### config.mk
export PLATFORM = sky130hd
export DESIGN_NAME = db_ram_1p_fifo_ctrl_flat
export DESIGN_NICKNAME = d
export VERILOG_FILES = /design/src/rtl/db_ram_1p_fifo_ctrl_pkg.sv /design/src/rtl/db_ram_1p_fifo_ctrl_if.sv /design/src/rtl/db_out_buf2.sv /design/src/rtl/db_ram_1p_fifo_ctrl.sv /design/src/flat_wrapper.sv
export SDC_FILE = /design/constraint.sdc
export NUM_CORES = 1
export LEC_CHECK = 0
export ABC_AREA = 1
export CORE_MARGIN = 1
export CORE_UTILIZATION = 35
export CTS_BUF_LIST = sky130_fd_sc_hd__clkbuf_16
export DETAILED_ROUTE_END_ITERATION = 6
export GPL_ROUTABILITY_DRIVEN = 0
export PLACE_DENSITY = 0.58
export SLEW_MARGIN = 5
export SYNTH_ARGS = -nofsm -noshare
export SYNTH_HDL_FRONTEND = slang
export SYNTH_HIERARCHICAL = 1
export SYNTH_SLANG_ARGS = --single-unit
### constraint.sdc
create_clock -name clk -period 4.62 [get_ports clk]
set_input_delay 0.924 -clock clk [delete_from_list [all_inputs] [get_ports clk]]
set_output_delay 0.924 -clock clk [all_outputs]
set_load 0.03 [all_outputs]
### src/rtl/db_ram_1p_fifo_ctrl_pkg.sv
// Shared constants and word type for the deblocking single-port RAM FIFO.
// Also used by the RAM wrappers, so keep it free of controller-only details.
package db_ram_pkg;

  localparam int DATA_WD = 17;
  localparam int ADDR_WD = 8;
  localparam int DEPTH   = 1 << ADDR_WD;

  typedef logic [DATA_WD-1:0] word_t;

  typedef enum logic {
    GNT_WR = 1'b0,
    GNT_RD = 1'b1
  } gnt_e;

endpackage

### src/rtl/db_ram_1p_fifo_ctrl_if.sv
// Valid/ready write and read streams of the deblocking RAM FIFO.
// master: producer/consumer side; slave: the FIFO controller.
interface db_ram_1p_fifo_ctrl_if;
  import db_ram_pkg::*;

  logic  wr_val_i;
  word_t wr_dat_i;
  logic  wr_rdy_o;
  logic  rd_val_o;
  word_t rd_dat_o;
  logic  rd_rdy_i;

  modport master (
    output wr_val_i, wr_dat_i, rd_rdy_i,
    input  wr_rdy_o, rd_val_o, rd_dat_o
  );

  modport slave (
    input  wr_val_i, wr_dat_i, rd_rdy_i,
    output wr_rdy_o, rd_val_o, rd_dat_o
  );

endinterface

### src/rtl/db_out_buf2.sv
// 2-entry in-order output queue absorbing the RAM read latency.
// Ports: clk, rst, clr, push/din (tail write), pop, cnt (0..2), head.
module db_out_buf2
  import db_ram_pkg::*;
(
  input  logic       clk,
  input  logic       rst,
  input  logic       clr,
  input  logic       push,
  input  word_t      din,
  input  logic       pop,
  output logic [1:0] cnt,
  output word_t      head
);

  word_t tail;
  logic  pop_ok;

  assign pop_ok = pop && (cnt != 2'd0);

  always_ff @(posedge clk or posedge rst) begin
    if (rst) begin
      cnt  <= 2'd0;
      head <= '0;
      tail <= '0;
    end else if (clr) begin
      cnt  <= 2'd0;
      head <= '0;
      tail <= '0;
    end else begin
      unique case ({push, pop_ok})
        2'b10: begin
          if (cnt == 2'd0) head <= din;
          else             tail <= din;
          cnt <= cnt + 2'd1;
        end
        2'b01: begin
          head <= tail;
          cnt  <= cnt - 2'd1;
        end
        2'b11: begin
          // count unchanged; new word goes wherever the vacated slot is
          if (cnt == 2'd1) begin
            head <= din;
          end else begin
            head <= tail;
            tail <= din;
          end
        end
        default: ;
      endcase
    end
  end

endmodule

### src/rtl/db_ram_1p_fifo_ctrl.sv
// FIFO controller multiplexing a write and a read stream onto one SRAM port.
// Ports: clk, rst, clr_i, bus (stream if), cnt/full/empty, ram_* SRAM port.
module db_ram_1p_fifo_ctrl
  import db_ram_pkg::*;
(
  input  logic                clk,
  input  logic                rst,
  input  logic                clr_i,
  db_ram_1p_fifo_ctrl_if.slave bus,
  output logic [ADDR_WD:0]    cnt_o,
  output logic                full_o,
  output logic                empty_o,
  output logic                ram_cen_o,
  output logic                ram_oen_o,
  output logic                ram_wen_o,
  output logic [ADDR_WD-1:0]  ram_addr_o,
  output word_t               ram_dat_o,
  input  word_t               ram_dat_i
);

  logic [ADDR_WD-1:0] wptr;
  logic [ADDR_WD-1:0] rptr;
  logic [ADDR_WD:0]   mem_cnt;
  logic               inflight;
  gnt_e               last_gnt;
  logic [1:0]         out_cnt;

  logic       blk;
  logic       pop;
  logic [2:0] occ;
  logic       wr_cand;
  logic       rd_cand;
  logic       wr_gnt;
  logic       rd_gnt;

  // reset is also gated here so the RAM port idles while rst is held
  assign blk = rst || clr_i;
  assign pop = bus.rd_val_o && bus.rd_rdy_i;

  // output slots that will be taken once any in-flight read lands
  assign occ = {1'b0, out_cnt} + {2'b0, inflight} - {2'b0, pop};

  assign full_o  = (mem_cnt == (ADDR_WD+1)'(DEPTH));
  assign wr_cand = bus.wr_val_i && !full_o && !blk;
  assign rd_cand = (mem_cnt != '0) && (occ < 3'd2) && !blk;

  assign bus.wr_rdy_o = !full_o && (!rd_cand || last_gnt == GNT_RD);

  assign wr_gnt = wr_cand && (!rd_cand || last_gnt == GNT_RD);
  assign rd_gnt = rd_cand && (!wr_cand || last_gnt == GNT_WR);

  assign ram_cen_o  = !(wr_gnt || rd_gnt);
  assign ram_wen_o  = !wr_gnt;
  assign ram_oen_o  = 1'b0;
  assign ram_addr_o = wr_gnt ? wptr : rptr;
  assign ram_dat_o  = bus.wr_dat_i;

  assign cnt_o   = mem_cnt;
  assign empty_o = (mem_cnt == '0) && !inflight && (out_cnt == 2'd0);

  always_ff @(posedge clk or posedge rst) begin
    if (rst) begin
      wptr     <= '0;
      rptr     <= '0;
      mem_cnt  <= '0;
      inflight <= 1'b0;
      last_gnt <= GNT_WR;
    end else if (clr_i) begin
      wptr     <= '0;
      rptr     <= '0;
      mem_cnt  <= '0;
      inflight <= 1'b0;
      last_gnt <= GNT_WR;
    end else begin
      inflight <= rd_gnt;
      if (wr_gnt) wptr <= wptr + 1'b1;
      if (rd_gnt) rptr <= rptr + 1'b1;
      unique case (1'b1)
        wr_gnt: begin
          mem_cnt  <= mem_cnt + 1'b1;
          last_gnt <= GNT_WR;
        end
        rd_gnt: begin
          mem_cnt  <= mem_cnt - 1'b1;
          last_gnt <= GNT_RD;
        end
        default: ;
      endcase
    end
  end

  db_out_buf2 u_out_buf (
    .clk  (clk),
    .rst  (rst),
    .clr  (clr_i),
    .push (inflight),
    .din  (ram_dat_i),
    .pop  (pop),
    .cnt  (out_cnt),
    .head (bus.rd_dat_o)
  );

  assign bus.rd_val_o = (out_cnt != 2'd0);

endmodule

### src/flat_wrapper.sv
// flat-port wrapper written by rule: the top's interface ports become plain ports
module db_ram_1p_fifo_ctrl_flat import db_ram_pkg::*;
  (clk, rst, clr_i, cnt_o, full_o, empty_o, ram_cen_o, ram_oen_o, ram_wen_o, ram_addr_o, ram_dat_o, ram_dat_i, bus_wr_val_i, bus_wr_dat_i, bus_rd_rdy_i, bus_wr_rdy_o, bus_rd_val_o, bus_rd_dat_o);
  db_ram_1p_fifo_ctrl_if bus_i ();
  input  logic clk;
  input  logic rst;
  input  logic clr_i;
  output logic [ADDR_WD:0] cnt_o;
  output logic full_o;
  output logic empty_o;
  output logic ram_cen_o;
  output logic ram_oen_o;
  output logic ram_wen_o;
  output logic [ADDR_WD-1:0] ram_addr_o;
  output word_t ram_dat_o;
  input  word_t ram_dat_i;
  input wire logic [$bits(bus_i.wr_val_i)-1:0] bus_wr_val_i;
  input wire logic [$bits(bus_i.wr_dat_i)-1:0] bus_wr_dat_i;
  input wire logic [$bits(bus_i.rd_rdy_i)-1:0] bus_rd_rdy_i;
  output wire logic [$bits(bus_i.wr_rdy_o)-1:0] bus_wr_rdy_o;
  output wire logic [$bits(bus_i.rd_val_o)-1:0] bus_rd_val_o;
  output wire logic [$bits(bus_i.rd_dat_o)-1:0] bus_rd_dat_o;
  assign bus_i.wr_val_i = bus_wr_val_i;
  assign bus_i.wr_dat_i = bus_wr_dat_i;
  assign bus_i.rd_rdy_i = bus_rd_rdy_i;
  assign bus_wr_rdy_o = bus_i.wr_rdy_o;
  assign bus_rd_val_o = bus_i.rd_val_o;
  assign bus_rd_dat_o = bus_i.rd_dat_o;
  db_ram_1p_fifo_ctrl u_core (.clk(clk), .rst(rst), .clr_i(clr_i), .bus(bus_i), .cnt_o(cnt_o), .full_o(full_o), .empty_o(empty_o), .ram_cen_o(ram_cen_o), .ram_oen_o(ram_oen_o), .ram_wen_o(ram_wen_o), .ram_addr_o(ram_addr_o), .ram_dat_o(ram_dat_o), .ram_dat_i(ram_dat_i));
endmodule
==> metrics.cfg, run 1 <==
[yosys]
ys_warn_count = 6
syn_avg_cell_area_um2 = 7.524
ys_seq_elements = 63
synth_compound_area_share_pct = 7.749
synth_fp_nets = 569
synthMuxAreaShare_pct = 0
ys_seq_area_share_pct = 40.68
synth_ff_type = dfrtp_1
yosysTopAreaCellShare_pct = 40.68
synth_cell_types = 32
synth_top_family_by_area = simple AND/OR/NAND/NOR gates
synth_xor_area_share_pct = 2.712
synth-adder-area-share_pct = 5.231
synth_edf_count = 0
syn_inst = 515
async_flop_share_pct = 100.0
synth.area.top_cells = dfrtp_1 41%, nand2_1 15%, nand3_1 7.6%
netlist_area_mm2 = 0.003875
yosysTopAreaCell = dfrtp_1
yosys.area_share.simple_pct = 29.67

[detailed_routing]
via_per_inst = 4.727
drt_pass1_iterations = 4
route.vias.total = 3347
drc = 0
wl_per_cell_um = 12.88
ant_nets = 0
initialDrtViolationCount = 151
routed_wl_um = 9120

[setup_path]
crit_type = input pin to output port
required_ps = 3700
cp-start-kind = input pin
worst-path-max-fanout = 14
cp.arrival_ps = 3470
cp-end-kind = output port

[global_routing]
overflow = 0
track_usage_pct = 16.99
grt_pass1_wl_um = 15320
grt_max_degree = 28
grt_pass1_vias = 3281
antenna_found_initial = 0

[clock_network]
path_clk_slew_ps = 50
clock_latency_ps = 330
cts_buffer_depth = 2
cts_tree = built
cts_root_buffer = clkbuf_16
cts_hold_buffers = 0
h-tree-depth = 3
cts.sinks = 63
cts_buffers = 9

[power]
powerDensity_mw_per_mm2 = 427.5
p_leak_uw = 0.002354
sequentialPowerShare_pct = 33.4
irDropWorstVdd_uv = 147.6
clock_power_share_pct = 30.9
p_sw_uw = 744.1
internal_power_uw = 1285
sw_frac_of_total_pct = 36.67
p_comb_share_pct = 35.7

[job]
max_cap_violations = 0

[sta]
fin_crit_ps = 4399
maxSlewHeadroom_pct = 32.04
drv_slew = 0
max_freq_mhz = 227.3
fin_setup_tns_ps = 0
worstMarginPinSlew_ps = 1018
period_share_pct = 95.21
fin_skew_ps = 6.045
setup_viol = 0
rsz0062_at_grt = no
finalHoldViolCount = 0

[placement]
dpl-instance-area_mm2 = 0.004462
io_buffers = 61
dp_hpwl_um = 6531

[final_layout]
n_antenna_cell = 0
fillers = 1069
nets = 620
layout-drive-gt1-share_pct = 10.21
area_delta_synth_final_pct = 22.47
final_area_mm2 = 0.004746

[die]
die_y_um = 107.2
num_rows = 38
die_w_um = 107.2
start_util_pct = 35.90
core_area_mm2 = 0.01079
top_level_ports = 97
die_area_mm2 = 0.01150

[status]
outcome = finished, final reports clean

[hold_path]
hold_class = flip-flop to flip-flop

[Yosys cell counts (6+ instances only)]
| library cell | count |
|---|---|
| nand2_2 | 10 |
| xor2_1 | 8 |
| o21ai_0 | 26 |
| inv_2 | 6 |
| o21ai_1 | 6 |
| ha_1 | 13 |
| a21oi_1 | 8 |
| buf_4 | 20 |
| buf_6 | 6 |
| dfrtp_1 | 63 |
| nand2_1 | 156 |
| nand3_1 | 59 |
| o31ai_1 | 8 |
| inv_1 | 71 |
| nor2_1 | 20 |
[through the flow]
| stage | power, µW | hold slack (ps) | setup slack (ps) | cells | util (%) |
|---|---|---|---|---|---|
| 6_report | 2029 | 477.2 | 221.3 | 708 | 43.97 |
| 5_1_grt | 2157 | 492.9 | 9.356 | 708 | 43.97 |
| 4_1_cts | 2049 | 481.4 | 42.70 | 707 | 43.81 |
| 3_5_place_dp | 1410 | 466.8 | 57.08 | 694 | 41.34 |
| 3_3_place_gp | 1396 | 466.3 | 87.14 | 694 | 41.34 |
| 2_1_floorplan | 1192 | 486.1 | 510.4 | 515 | - |
[flip-flops by register name, indices dropped and copies added (netlist names)]
| signal | cells |
|---|---|
| u_core/u_out_buf/cnt | 2 |
| u_core/last_gnt | 1 |
| u_core/u_out_buf/tail | 17 |
| u_core/rptr | 8 |
| u_core/cnt_o | 9 |
| u_core/wptr | 8 |
| u_core/inflight | 1 |
| u_core/u_out_buf/head | 17 |
[worst paths after layout]
path                                                from                        end  slack (ps)  cells after the start
worst max-delay path                        bus_rd_rdy_i              ram_addr_o[2]         220                     16
worst min-delay path            u_core/u_out_buf/head[0]   u_core/u_out_buf/head[0]         480                      2
worst max register to register   u_core/u_out_buf/cnt[0]            u_core/cnt_o[8]         890                     22
worst min register to register  u_core/u_out_buf/head[0]   u_core/u_out_buf/head[0]         480                      2
max in group asynchronous                            rst  u_core/u_out_buf/tail[12]        2690                      3
min in group asynchronous                            rst             u_core/wptr[4]        1090                      3
[area by class of cell]
cell class	instances	area, µm²	share of cell area [%]
tap	140	175.2	3.691
sequential	63	1577	33.22
clock buffer	9	225.2	4.746
multi-input combinational	343	1767	37.23
inverter	79	300.3	6.327
clock inverter	4	41.29	0.8700
timing repair buffer	70	660.6	13.92
[worst max-delay path, cell delays in order]
cell	delay, ps
clkdlybuf4s50_1	450
inv_1	40
nor2_1	140
ha_1	250
inv_1	60
nand2_1	60
fa_1	480
inv_1	40
nor2_2	80
nand2_1	80
a21oi_4	170
nand2_2	100
nand2_4	150
inv_2	120
o21ai_1	130
buf_4	170
[placed cells by master (no fill, tap or decap), types with 9 or more instances in the layout]
master / Yosys / final
nor2_1: 20 / 20
clkbuf_16: 0 / 9
buf_4: 20 / 18
clkdlybuf4s50_1: 0 / 50
nand2_1: 156 / 156
o21ai_0: 26 / 26
dfrtp_1: 63 / 63
ha_1: 13 / 13
nand2_2: 10 / 9
inv_1: 71 / 72
nand3_1: 59 / 59
[power by group through the flow]
stage | logic [µW] | clock network [µW] | registers, µW
finish | 724 | 628 | 677
CTS | 726 | 645 | 678
floorplan | 433 | 0 | 759
global route | 808 | 660 | 689
global placement | 711 | 0 | 686
detailed placement | 723 | 0 | 686
[kinds of logic after synthesis]
family / Yosys count
fa+ha+maj: 15
flops: 63
compound gates: 51
buf+inv: 109
simple gates: 264
other cells: 1
xor+xnor: 12
[per-layer routing]
layer  routed length, µm  up-vias  track usage (%)
met5                   0        -                0
met4                 182        0            8.219
li1                    -     1700                -
met3                 378       13            2.675
met2                4291       67            27.56
met1                4268     1567            22.02
[timing repair]
| item | in CTS | in global routing |
|---|---|---|
| endpoints found under the setup margin | 0 | 8 |
| gates resized for setup | 0 | 3 |
| buffers inserted | 0 | 1 |
No activity file was read; power rests on OpenSTA's default activity.
==> run 2, diff against run 1 <==
--- a/config.mk
+++ b/config.mk
@@ -7,13 +7,12 @@
 export LEC_CHECK = 0
 export ABC_AREA = 1
 export CORE_MARGIN = 1
-export CORE_UTILIZATION = 35
+export CORE_UTILIZATION = 45
 export CTS_BUF_LIST = sky130_fd_sc_hd__clkbuf_16
 export DETAILED_ROUTE_END_ITERATION = 6
 export GPL_ROUTABILITY_DRIVEN = 0
-export PLACE_DENSITY = 0.58
-export SLEW_MARGIN = 5
+export PLACE_DENSITY = 0.72
+export SLEW_MARGIN = 40
 export SYNTH_ARGS = -nofsm -noshare
 export SYNTH_HDL_FRONTEND = slang
-export SYNTH_HIERARCHICAL = 1
 export SYNTH_SLANG_ARGS = --single-unit
==> metrics.cfg, run 2 <==
[power]
irDropWorstVdd_uv = 271.3  ; +84%
powerDensity_mw_per_mm2 = 468.6  ; +9.6%
power_uw = 2193  ; +8.1%
p_leak_uw = 0.002301  ; -2.2%

[yosys]
synth_ff_type = dfrtp_1
synth_edf_count = 0  ; unchanged
ys_warn_count = 0  ; -6
yosysTopAreaCellShare_pct = 41.24  ; +0.56 points
ys_seq_area_share_pct = 41.24  ; +0.56 points
async_flop_share_pct = 100.0  ; unchanged
synth_cell_types = 38  ; +19%
netlist_area_mm2 = 0.003822  ; -1.4%
yosys-top-cells-count = 91 x nand2_1, 72 x inv_1, 63 x dfrtp_1
syn_inst = 472  ; -8.3%
synth_fp_nets = 525  ; -7.7%
synth.area.top_cells = dfrtp_1 41%, nand2_1 8.9%, inv_1 7.1%
syn_avg_cell_area_um2 = 8.098  ; +7.6%
synth_most_common_cell = nand2_1
ys_seq_elements = 63  ; unchanged
yosysTopAreaCell = dfrtp_1

[final_layout]
final_cell_mix = 89 x nand2_1, 73 x inv_1, 63 x dfrtp_1
n_antenna_cell = 0  ; unchanged
nets = 573  ; -7.6%
area_delta_synth_final_pct = 22.42  ; about the same
final_core_util_pct = 56.95  ; +13 points
layout-drive-gt1-share_pct = 14.12  ; +3.9 points
final_common_cell = nand2_1

[clock_network]
cts.sinks = 63  ; unchanged
h-tree-depth = 3  ; unchanged
clock_latency_ps = 320  ; about the same
cts_root_buffer = clkbuf_16
cts_tree = built
path_clk_slew_ps = 50  ; about the same
cts_buffers = 9  ; unchanged
cts_hold_buffers = 0  ; unchanged
cts_buffer_depth = 2  ; unchanged

[global_routing]
grt_pass1_vias = 3181  ; -3.0%
overflow = 0  ; unchanged
track_usage_pct = 21.00  ; +4.0 points
grt_pass1_wl_um = 14430  ; -5.8%
antenna_found_initial = 0  ; unchanged
grt_max_degree = 38  ; +36%

[setup_path]
worst-path-max-fanout = 10  ; -4
required_ps = 3700  ; about the same
timing.rr.start = u_core.u_out_buf.cnt[1]
reg2reg_depth = 20  ; -9.1%
cp_cell_sequence = clkdlybuf4s50_1 > nand2_2 > inv_1 > ha_1 > or2_2 > fa_1 > xor2_1 > nor2_4 > nand3_4 > nand2_8 > nand2_1 > o21ai_2 > buf_4
cp.arrival_ps = 3540  ; +70 ps
cp-start-kind = input pin
crit_path_max_incr_delay_ps = 500  ; +20 ps
endpoint = ram_addr_o[2]
timing.rr.end = u_core.cnt_o[7]
slowest_stage = clkdlybuf4s50_1
crit_type = input pin to output port
crit_start = bus_rd_rdy_i
cp-end-kind = output port
rrSetupSlack_ps = 660  ; -230 ps

[die]
die_w_um = 94.17  ; -12%
core_area_mm2 = 0.008217  ; -24%
top_level_ports = 97  ; unchanged
start_util_pct = 46.52  ; +11 points
die_area_mm2 = 0.008867  ; -23%
die_y_um = 94.17  ; -12%
num_rows = 33  ; -13%

[sta]
rsz0062_at_grt = no
fin_setup_tns_ps = 0  ; unchanged
finalHoldViolCount = 0  ; unchanged
fin_skew_ps = 8.713  ; +2.667 ps
drv_slew = 0  ; unchanged
period_share_pct = 96.63  ; +1.4 points
maxSlewHeadroom_pct = 52.53  ; +20 points
max_freq_mhz = 224.0  ; -1.5%
fin_crit_ps = 4464  ; +65.70 ps
worstMarginPinSlew_ps = 710.1  ; -308.2 ps
setup_viol = 0  ; unchanged

[detailed_routing]
initialDrtViolationCount = 121  ; -20%
wl_per_cell_um = 14.10  ; +9.5%
route.vias.total = 3257  ; -2.7%
via_per_inst = 5.178  ; +9.5%
routed_wl_um = 8872  ; -2.7%
drt_pass1_iterations = 4  ; unchanged
ant_nets = 0  ; unchanged
drc = 0  ; unchanged

[job]
max_cap_violations = 0  ; unchanged

[placement]
io_buffers = 61  ; unchanged
dp_hpwl_um = 6146  ; -5.9%

[hold_path]
hold_class = flip-flop to flip-flop

[status]
outcome = finished, final reports clean

-- run 2: routing by layer --
| metal | track usage [%] | wire, µm |
|---|---|---|
| met4 | 8.077 | 111 |
| met5 | 0 | 0 |
| met2 | 35.99 | 4506 |
| met3 | 4.045 | 378 |
| met1 | 25.89 | 3876 |
-- run 2: what timing repair did --
item | 4_1_cts | 5_1_grt
endpoints found under the setup margin | 0 | 10
gates resized for setup | 0 | 3
setup buffers | 0 | 1
-- run 2: through the flow --
step / instances / cell area, µm² / worst slack [ps] / hold WS, ps
after floorplan: 472 / 3822 / 616.1 / 472.6
after global placement: 612 / 4349 / 146.1 / 485.6
after detailed placement: 612 / 4352 / 13.78 / 496.8
after CTS: 627 / 4632 / 17.34 / 507.8
after global routing: 629 / 4679 / 24.38 / 538.8
final: 629 / 4679 / 155.6 / 503.0
-- run 2: worst max-delay path: cells and delay by family --
family / cells / cell delay [ps]
compound gates: 1 / 60
buf+inv: 3 / 780
fa+ha+maj: 2 / 600
xor+xnor: 1 / 180
simple gates: 6 / 990
-- run 2: logic make-up after synthesis --
group / share of synthesized area, %
flip-flops: 41.24
XOR/XNOR: 2.979
buffers and inverters: 14.17
other: 0.09811
adder cells (fa/ha/maj): 4.975
AND/OR/NAND/NOR: 23.01
AO/OA/AOI/OAI: 13.52
-- run 2: layout make-up --
class                   instances  area [µm²]
flip-flops and latches         63        1577
well taps                     105       131.4
inverters                      79       302.8
clock buffers                   9       225.2
clock inverters                 6       55.05
multi-input cells             298        1745
fillers                       750        3537
repair buffers                 69       643.1
-- run 2: power by group --
part | internal [µW] | switching (µW)
sequential | 631 | 66.3
clock | 408 | 226
combinational | 317 | 544
-- run 2: how the worst min path moves through the flow --
| stage | from | cells past startpoint | endpoint | slack [ps] |
|---|---|---|---|---|
| floorplan | u_core.u_out_buf.tail[10] | 2 | u_core.u_out_buf.tail[10] | 470 |
| global placement | u_core.u_out_buf.tail[11] | 2 | u_core.u_out_buf.tail[11] | 490 |
| detailed placement | u_core.u_out_buf.tail[9] | 2 | u_core.u_out_buf.tail[9] | 500 |
| CTS | u_core.u_out_buf.tail[9] | 2 | u_core.u_out_buf.tail[9] | 510 |
| global route | u_core.u_out_buf.tail[9] | 2 | u_core.u_out_buf.tail[9] | 540 |
| finish | u_core.u_out_buf.tail[9] | 2 | u_core.u_out_buf.tail[9] | 500 |
==> run 3, diff against run 2 <==
--- a/config.mk
+++ b/config.mk
@@ -12,6 +12,7 @@
 export DETAILED_ROUTE_END_ITERATION = 6
 export GPL_ROUTABILITY_DRIVEN = 0
 export PLACE_DENSITY = 0.72
+export SKIP_LAST_GASP = 1
 export SLEW_MARGIN = 40
 export SYNTH_ARGS = -nofsm -noshare
 export SYNTH_HDL_FRONTEND = slang
==> results of run 3 <==
Same layout as run 2: the final DEF is identical, and so are final timing and power.
